$ cat config.mk
export PLATFORM = sky130hd
export DESIGN_NAME = cp0_irq_ctrl
export DESIGN_NICKNAME = d
export VERILOG_FILES = /design/src/rtl/cp0_irq_ctrl_pkg.sv /design/src/rtl/cp0_prio_enc.sv /design/src/rtl/cp0_irq_ctrl.sv
export SDC_FILE = /design/constraint.sdc
export NUM_CORES = 1
export LEC_CHECK = 0
export ABC_CLOCK_PERIOD_IN_PS = 2600
export CAP_MARGIN = 20
export CORE_ASPECT_RATIO = 1.25
export CORE_UTILIZATION = 49
export CTS_CLUSTER_DIAMETER = 30
export DETAILED_ROUTE_END_ITERATION = 12
export GPL_TIMING_DRIVEN = 0
export PLACE_DENSITY = 0.83
export SETUP_SLACK_MARGIN = 0.02
export SLEW_MARGIN = 20
export SYNTH_ARGS = -nofsm -noshare
export SYNTH_HDL_FRONTEND = slang
export SYNTH_HIERARCHICAL = 1
export SYNTH_SLANG_ARGS = --single-unit
$ cat constraint.sdc
create_clock -name clk -period 2.6 [get_ports clk]
set_input_delay 0.52 -clock clk [delete_from_list [all_inputs] [get_ports clk]]
set_output_delay 0.52 -clock clk [all_outputs]
set_load 0.03 [all_outputs]
$ cat src/rtl/cp0_irq_ctrl_pkg.sv
// Shared CP0 constants: register addresses, operation codes and STATUS/CAUSE field offsets.
// Imported by the interrupt controller and its priority encoder.
package cp0_irq_ctrl_pkg;

    typedef enum logic [1:0] {
        OP_NOP  = 2'b00,
        OP_MFC0 = 2'b01,
        OP_MTC0 = 2'b10,
        OP_ERET = 2'b11
    } cp0_oper_e;

    localparam logic [4:0] CP0_STATUS = 5'd12;
    localparam logic [4:0] CP0_CAUSE  = 5'd13;
    localparam logic [4:0] CP0_EPC    = 5'd14;
    localparam logic [4:0] CP0_EHBR   = 5'd15;

    localparam int STATUS_IE_BIT = 0;
    localparam int STATUS_IM_LSB = 8;
    localparam int CAUSE_IDX_W   = 5;
    localparam int CAUSE_IP_LSB  = 8;

endpackage

$ cat src/rtl/cp0_prio_enc.sv
// Fixed-priority encoder: bit 0 has the highest priority; returns valid plus 5-bit index.
// Shared with the exception unit.
module cp0_prio_enc
    import cp0_irq_ctrl_pkg::*;
#(
    parameter int N = 8
) (
    input  logic [N-1:0]             req_i,
    output logic                     valid_o,
    output logic [CAUSE_IDX_W-1:0]   idx_o
);

    always_comb begin
        valid_o = |req_i;
        idx_o   = '0;
        // Scan downwards so the lowest set bit is the last assignment.
        for (int i = N - 1; i >= 0; i--) begin
            if (req_i[i]) begin
                idx_o = CAUSE_IDX_W'(i);
            end
        end
    end

endmodule

$ cat src/rtl/cp0_irq_ctrl.sv
// CP0 interrupt controller: STATUS/CAUSE/EPC/EHBR, fixed-priority entry and ERET force-jump.
// Optional build macro CP0_VECTORED_IRQ_EN spaces entry vectors by 2**VEC_SH bytes from EHBR.
module cp0_irq_ctrl
    import cp0_irq_ctrl_pkg::*;
#(
    parameter int NUM_IRQ = 8,
    parameter int DATA_W  = 32,
    parameter int VEC_SH  = 5
) (
    input  logic               clk,
    input  logic               rst,
    input  logic [1:0]         oper,
    input  logic [4:0]         addr_r,
    output logic [DATA_W-1:0]  data_r,
    input  logic [4:0]         addr_w,
    input  logic [DATA_W-1:0]  data_w,
    input  logic               ir_en,
    input  logic [NUM_IRQ-1:0] ir_in,
    input  logic [DATA_W-1:0]  ret_addr,
    output logic               jump_en,
    output logic [DATA_W-1:0]  jump_addr
);

    if (NUM_IRQ < 1 || NUM_IRQ > 16) begin : g_bad_num_irq
        $error("cp0_irq_ctrl: NUM_IRQ must be in 1..16");
    end
    if (VEC_SH < 0 || VEC_SH >= DATA_W) begin : g_bad_vec_sh
        $error("cp0_irq_ctrl: VEC_SH must be below DATA_W");
    end

    logic                   ie_q, ie_d;
    logic [NUM_IRQ-1:0]     im_q, im_d;
    logic [NUM_IRQ-1:0]     pend_q, pend_d;
    logic [CAUSE_IDX_W-1:0] cause_idx_q, cause_idx_d;
    logic [DATA_W-1:0]      epc_q, epc_d;
    logic [DATA_W-1:0]      ehbr_q, ehbr_d;
    logic                   in_service_q, in_service_d;

    logic [NUM_IRQ-1:0]     req;
    logic                   req_valid;
    logic [CAUSE_IDX_W-1:0] win_idx;
    logic                   is_eret, is_mtc0, take;
    logic [NUM_IRQ-1:0]     pend_clr;
    logic [DATA_W-1:0]      entry_addr;

    assign req     = pend_q & im_q;
    assign is_eret = (oper == OP_ERET);
    assign is_mtc0 = (oper == OP_MTC0);
    assign take    = ir_en & ie_q & ~in_service_q & req_valid & ~is_eret;

    cp0_prio_enc #(
        .N (NUM_IRQ)
    ) u_prio_enc (
        .req_i   (req),
        .valid_o (req_valid),
        .idx_o   (win_idx)
    );

`ifdef CP0_VECTORED_IRQ_EN
    assign entry_addr = ehbr_q + (DATA_W'(win_idx) << VEC_SH);
`else
    assign entry_addr = ehbr_q;
`endif

    always_comb begin
        jump_en   = 1'b0;
        jump_addr = entry_addr;
        if (!rst) begin
            jump_en = is_eret | take;
        end
        if (is_eret) begin
            jump_addr = epc_q;
        end
    end

    always_comb begin
        data_r = '0;
        case (addr_r)
            CP0_STATUS: begin
                data_r[STATUS_IE_BIT]              = ie_q;
                data_r[STATUS_IM_LSB +: NUM_IRQ]   = im_q;
            end
            CP0_CAUSE: begin
                data_r[CAUSE_IDX_W-1:0]            = cause_idx_q;
                data_r[CAUSE_IP_LSB +: NUM_IRQ]    = pend_q;
            end
            CP0_EPC:  data_r = epc_q;
            CP0_EHBR: data_r = ehbr_q;
            default:  data_r = '0;
        endcase
    end

    always_comb begin
        ie_d         = ie_q;
        im_d         = im_q;
        cause_idx_d  = cause_idx_q;
        epc_d        = epc_q;
        ehbr_d       = ehbr_q;
        in_service_d = in_service_q;
        pend_clr     = '0;

        for (int i = 0; i < NUM_IRQ; i++) begin
            if (is_eret && cause_idx_q == CAUSE_IDX_W'(i)) begin
                pend_clr[i] = 1'b1;
            end
        end
        // A software CAUSE write racing an entry is dropped in favour of the hardware update.
        if (is_mtc0 && addr_w == CP0_CAUSE && !take) begin
            pend_clr = pend_clr | data_w[CAUSE_IP_LSB +: NUM_IRQ];
        end
        pend_d = (pend_q & ~pend_clr) | ir_in;

        if (is_mtc0) begin
            case (addr_w)
                CP0_STATUS: begin
                    ie_d = data_w[STATUS_IE_BIT];
                    im_d = data_w[STATUS_IM_LSB +: NUM_IRQ];
                end
                CP0_EPC:  epc_d  = data_w;
                CP0_EHBR: ehbr_d = data_w;
                default: ;
            endcase
        end

        if (take) begin
            epc_d        = ret_addr;
            cause_idx_d  = win_idx;
            in_service_d = 1'b1;
        end
        if (is_eret) begin
            in_service_d = 1'b0;
        end
    end

    always_ff @(posedge clk) begin
        if (rst) begin
            ie_q         <= 1'b1;
            im_q         <= '1;
            pend_q       <= '0;
            cause_idx_q  <= '0;
            epc_q        <= '0;
            ehbr_q       <= '0;
            in_service_q <= 1'b0;
        end else begin
            ie_q         <= ie_d;
            im_q         <= im_d;
            pend_q       <= pend_d;
            cause_idx_q  <= cause_idx_d;
            epc_q        <= epc_d;
            ehbr_q       <= ehbr_d;
            in_service_q <= in_service_d;
        end
    end

endmodule
==> impl_metrics.ini <==
[final_layout]
num-nets-final = 927
antenna_cells = 0
fin_util_pct = 68.8
drive_gt1_share_pct = 18.4
syn_to_final_growth_pct = 36.9
stdcell_count = 978

[place]
io_buffers = 150
gp_congestion = 1.04
hpwl_um = 15000
place_inst = 962

[power_and_ir_drop]
switching_power_mw = 1.04
power_density_mw_per_mm2 = 467
seqPwrFrac_pct = 41.5
internal_power_mw = 2.50
vdd_ir_drop_max_v = 0.000336
clock_power_share_pct = 35.9
comb_power_share_pct = 22.6
p_leak_nw = 2.96
swShare_pct = 29.5

[detailed_routing]
vias = 6366
ant_nets = 0
dr.pass1.iters = 7
routed_via_density = 6.51
initialDrtViolationCount = 709
post_drt_wl_per_cell_um = 21.2
drt-total-wl_um = 20700
drc = 0

[floorplanning]
dieArea_mm2 = 0.0117
core_area_mm2 = 0.0110
fp.dieH_um = 121
initial_core_util_pct = 50.2
rows = 43
ioPinCount = 152
die_x_um = 97.1

[global_routing]
grt_overflow_total = 0
grt_pass1_vias = 6099
grt_max_degree = 14
grt_pass1_wl_um = 31400
track_usage_pct = 34.2
antenna_found_initial = 0

[worst_setup_path]
path_buf_inv = 2
cp_max_fo = 10
timing.rr.start = pend_q[5]
cp-end-kind = primary output
critPathLaunch = pend_q[5]
cp-start-kind = flop
crit_family = simple AND/OR/NAND/NOR gates
cp_data_required_time_ns = 2.08
worstPathArrival_ns = 2.02
setup.worst_path.class = reg -> out
crit_chain = and2_1, nor4_2, nand3_1, nand4b_1, buf_4, a21oi_1, buf_2
slowest_delay_ns = 0.35
cp_slowest_cell = dfxtp_1

[clocking]
cts_sinks = 87
cts_root_buffer = clkbuf_16
hold_buffers = 0
clkTransAtPathRegs_ns = 0.06
clock_latency_ns = 0.35
clockBufferDepth = 2
cts_inserted_buffers = 9
cts_tree = built
h-tree-depth = 3

[sta]
max_freq_ghz = 0.394
slew-limit-headroom_pct = 54.6
rsz0062_at_grt = no
worstMarginPinSlew_ns = 0.679
hold_viol = 0
setup_viol = 0
fin_skew_ns = 0.00738
hold-worst-slack_ns = 0.500
period_share_pct = 97.7
min_period_ns = 2.54
maxSlewViolCount = 0
finalSetupTns_ns = 0

[yosys]
ys_seq_area_share_pct = 31.4
synthesis.instances = 676
ys_ff_latch = 87
synth_area_mm2 = 0.00554
yosys.area.top_type = dfxtp_1
yosys_warnings = 6
synth_edf_count = 0
async_reset_ff_share_pct = 0
syn_area_per_cell_um2 = 8.20
netlist.area_leader.share_pct = 31.4
synth_area_leaders = dfxtp_1 (31%), or2b_1 (7.3%), mux2i_1 (5.8%), nand2_1 (5.4%), a221oi_1 (5.1%)
synth.distinct_cells = 50
synth_top_flop_cell = dfxtp_1

[worst_hold_path]
hold_path.startpoint = im_q[0]
hp-class = reg -> reg

[job]
drv_cap = 0

[status]
status = finished clean
metrics by stage:
step	total power, mW	setup slack [ns]	area (um2)
5_1_grt	3.64	0.0322	7590
6_report	3.54	0.0592	7590
3_5_place_dp	2.26	-0.947	7210
4_1_cts	3.50	0.00927	7520
3_3_place_gp	2.24	-0.927	7210
2_1_floorplan	1.92	0.338	5540
cell families after synthesis:
group | count (synthesis) | synth area share [%]
compound gates | 178 | 24.1
mux | 32 | 5.78
other cells | 1 | 0.0677
simple gates | 281 | 29.3
flops | 87 | 31.4
buf+inv | 97 | 9.30
cell usage in the layout (no fill, tap or decap), types with 7 or more instances in the layout:
cell,count
a311oi_1,32
dfxtp_1,87
inv_1,20
and3_1,13
a211o_1,9
a221oi_1,32
nand2_1,79
or2b_1,54
clkbuf_1,16
clkdlybuf4s15_2,31
clkbuf_4,7
nand3_1,56
buf_2,36
a21oi_1,7
a22o_1,18
o21ai_0,45
and2_1,9
nand3b_1,10
buf_6,17
buf_4,24
nor2b_1,7
nor4_1,10
clkdlybuf4s50_1,78
mux2i_1,32
nand2b_1,20
clkbuf_16,9
timing repair:
item / CTS / global route
setup endpoints to repair: 65 / 62
cloned: 0 / 1
buffers inserted: 1 / 2
resized for setup: 317 / 24
pin swaps: 1 / 6
Yosys cell counts, types with 9 or more instances:
library cell / count
nand3b_1: 10
or2b_1: 54
o2111ai_1: 9
nand3_1: 56
clkbuf_1: 23
nand2_1: 80
a311oi_1: 32
mux2i_1: 32
a221oi_1: 32
nand2b_1: 21
a22o_1: 19
buf_2: 36
and2_1: 10
dfxtp_1: 87
a211o_1: 9
o21ai_0: 48
nor4_1: 10
and3_1: 13
inv_1: 20
final timing paths:
path	end	slack [ns]	cells after the start
min	im_q[0]	0.50	1
max reg2reg	pend_q[2]	0.15	10
max	jump_en	0.06	7
min reg2reg	im_q[0]	0.50	1
power by group through the flow:
| stage | combinational [mW] | clock [mW] | sequential, mW |
|---|---|---|---|
| 3_3_place_gp | 0.750 | 0 | 1.49 |
| 5_1_grt | 0.848 | 1.31 | 1.47 |
| 2_1_floorplan | 0.449 | 0 | 1.47 |
| 6_report | 0.801 | 1.27 | 1.47 |
| 4_1_cts | 0.778 | 1.26 | 1.46 |
| 3_5_place_dp | 0.768 | 0 | 1.49 |
per-layer routing:
metal / global-route usage (%) / vias to the layer above / part of all wire [%]
met5: 0 / - / 0
met4: 21.6 / 0 / 5.9
met3: 4.95 / 109 / 9.1
met2: 59.8 / 468 / 49
met1: 39.2 / 2976 / 36
li1: - / 2813 / -
cell type report:
class | instances | area (um2)
Fill cell | 905 | 3440
Multi-Input combinational cell | 493 | 3340
Sequential cell | 87 | 1740
Timing Repair Buffer | 154 | 1470
Buffer | 75 | 517
Clock buffer | 10 | 229
Tap cell | 135 | 169
Inverter | 20 | 75.1
Clock inverter | 4 | 48.8
registers in the layout (all words and copies together) (netlist names):
register,count
cause_idx_q,5
ehbr_q,32
epc_q,32
ie_q,1
im_q,8
in_service_q,1
pend_q,8
Power figures use the tool's default switching activity.
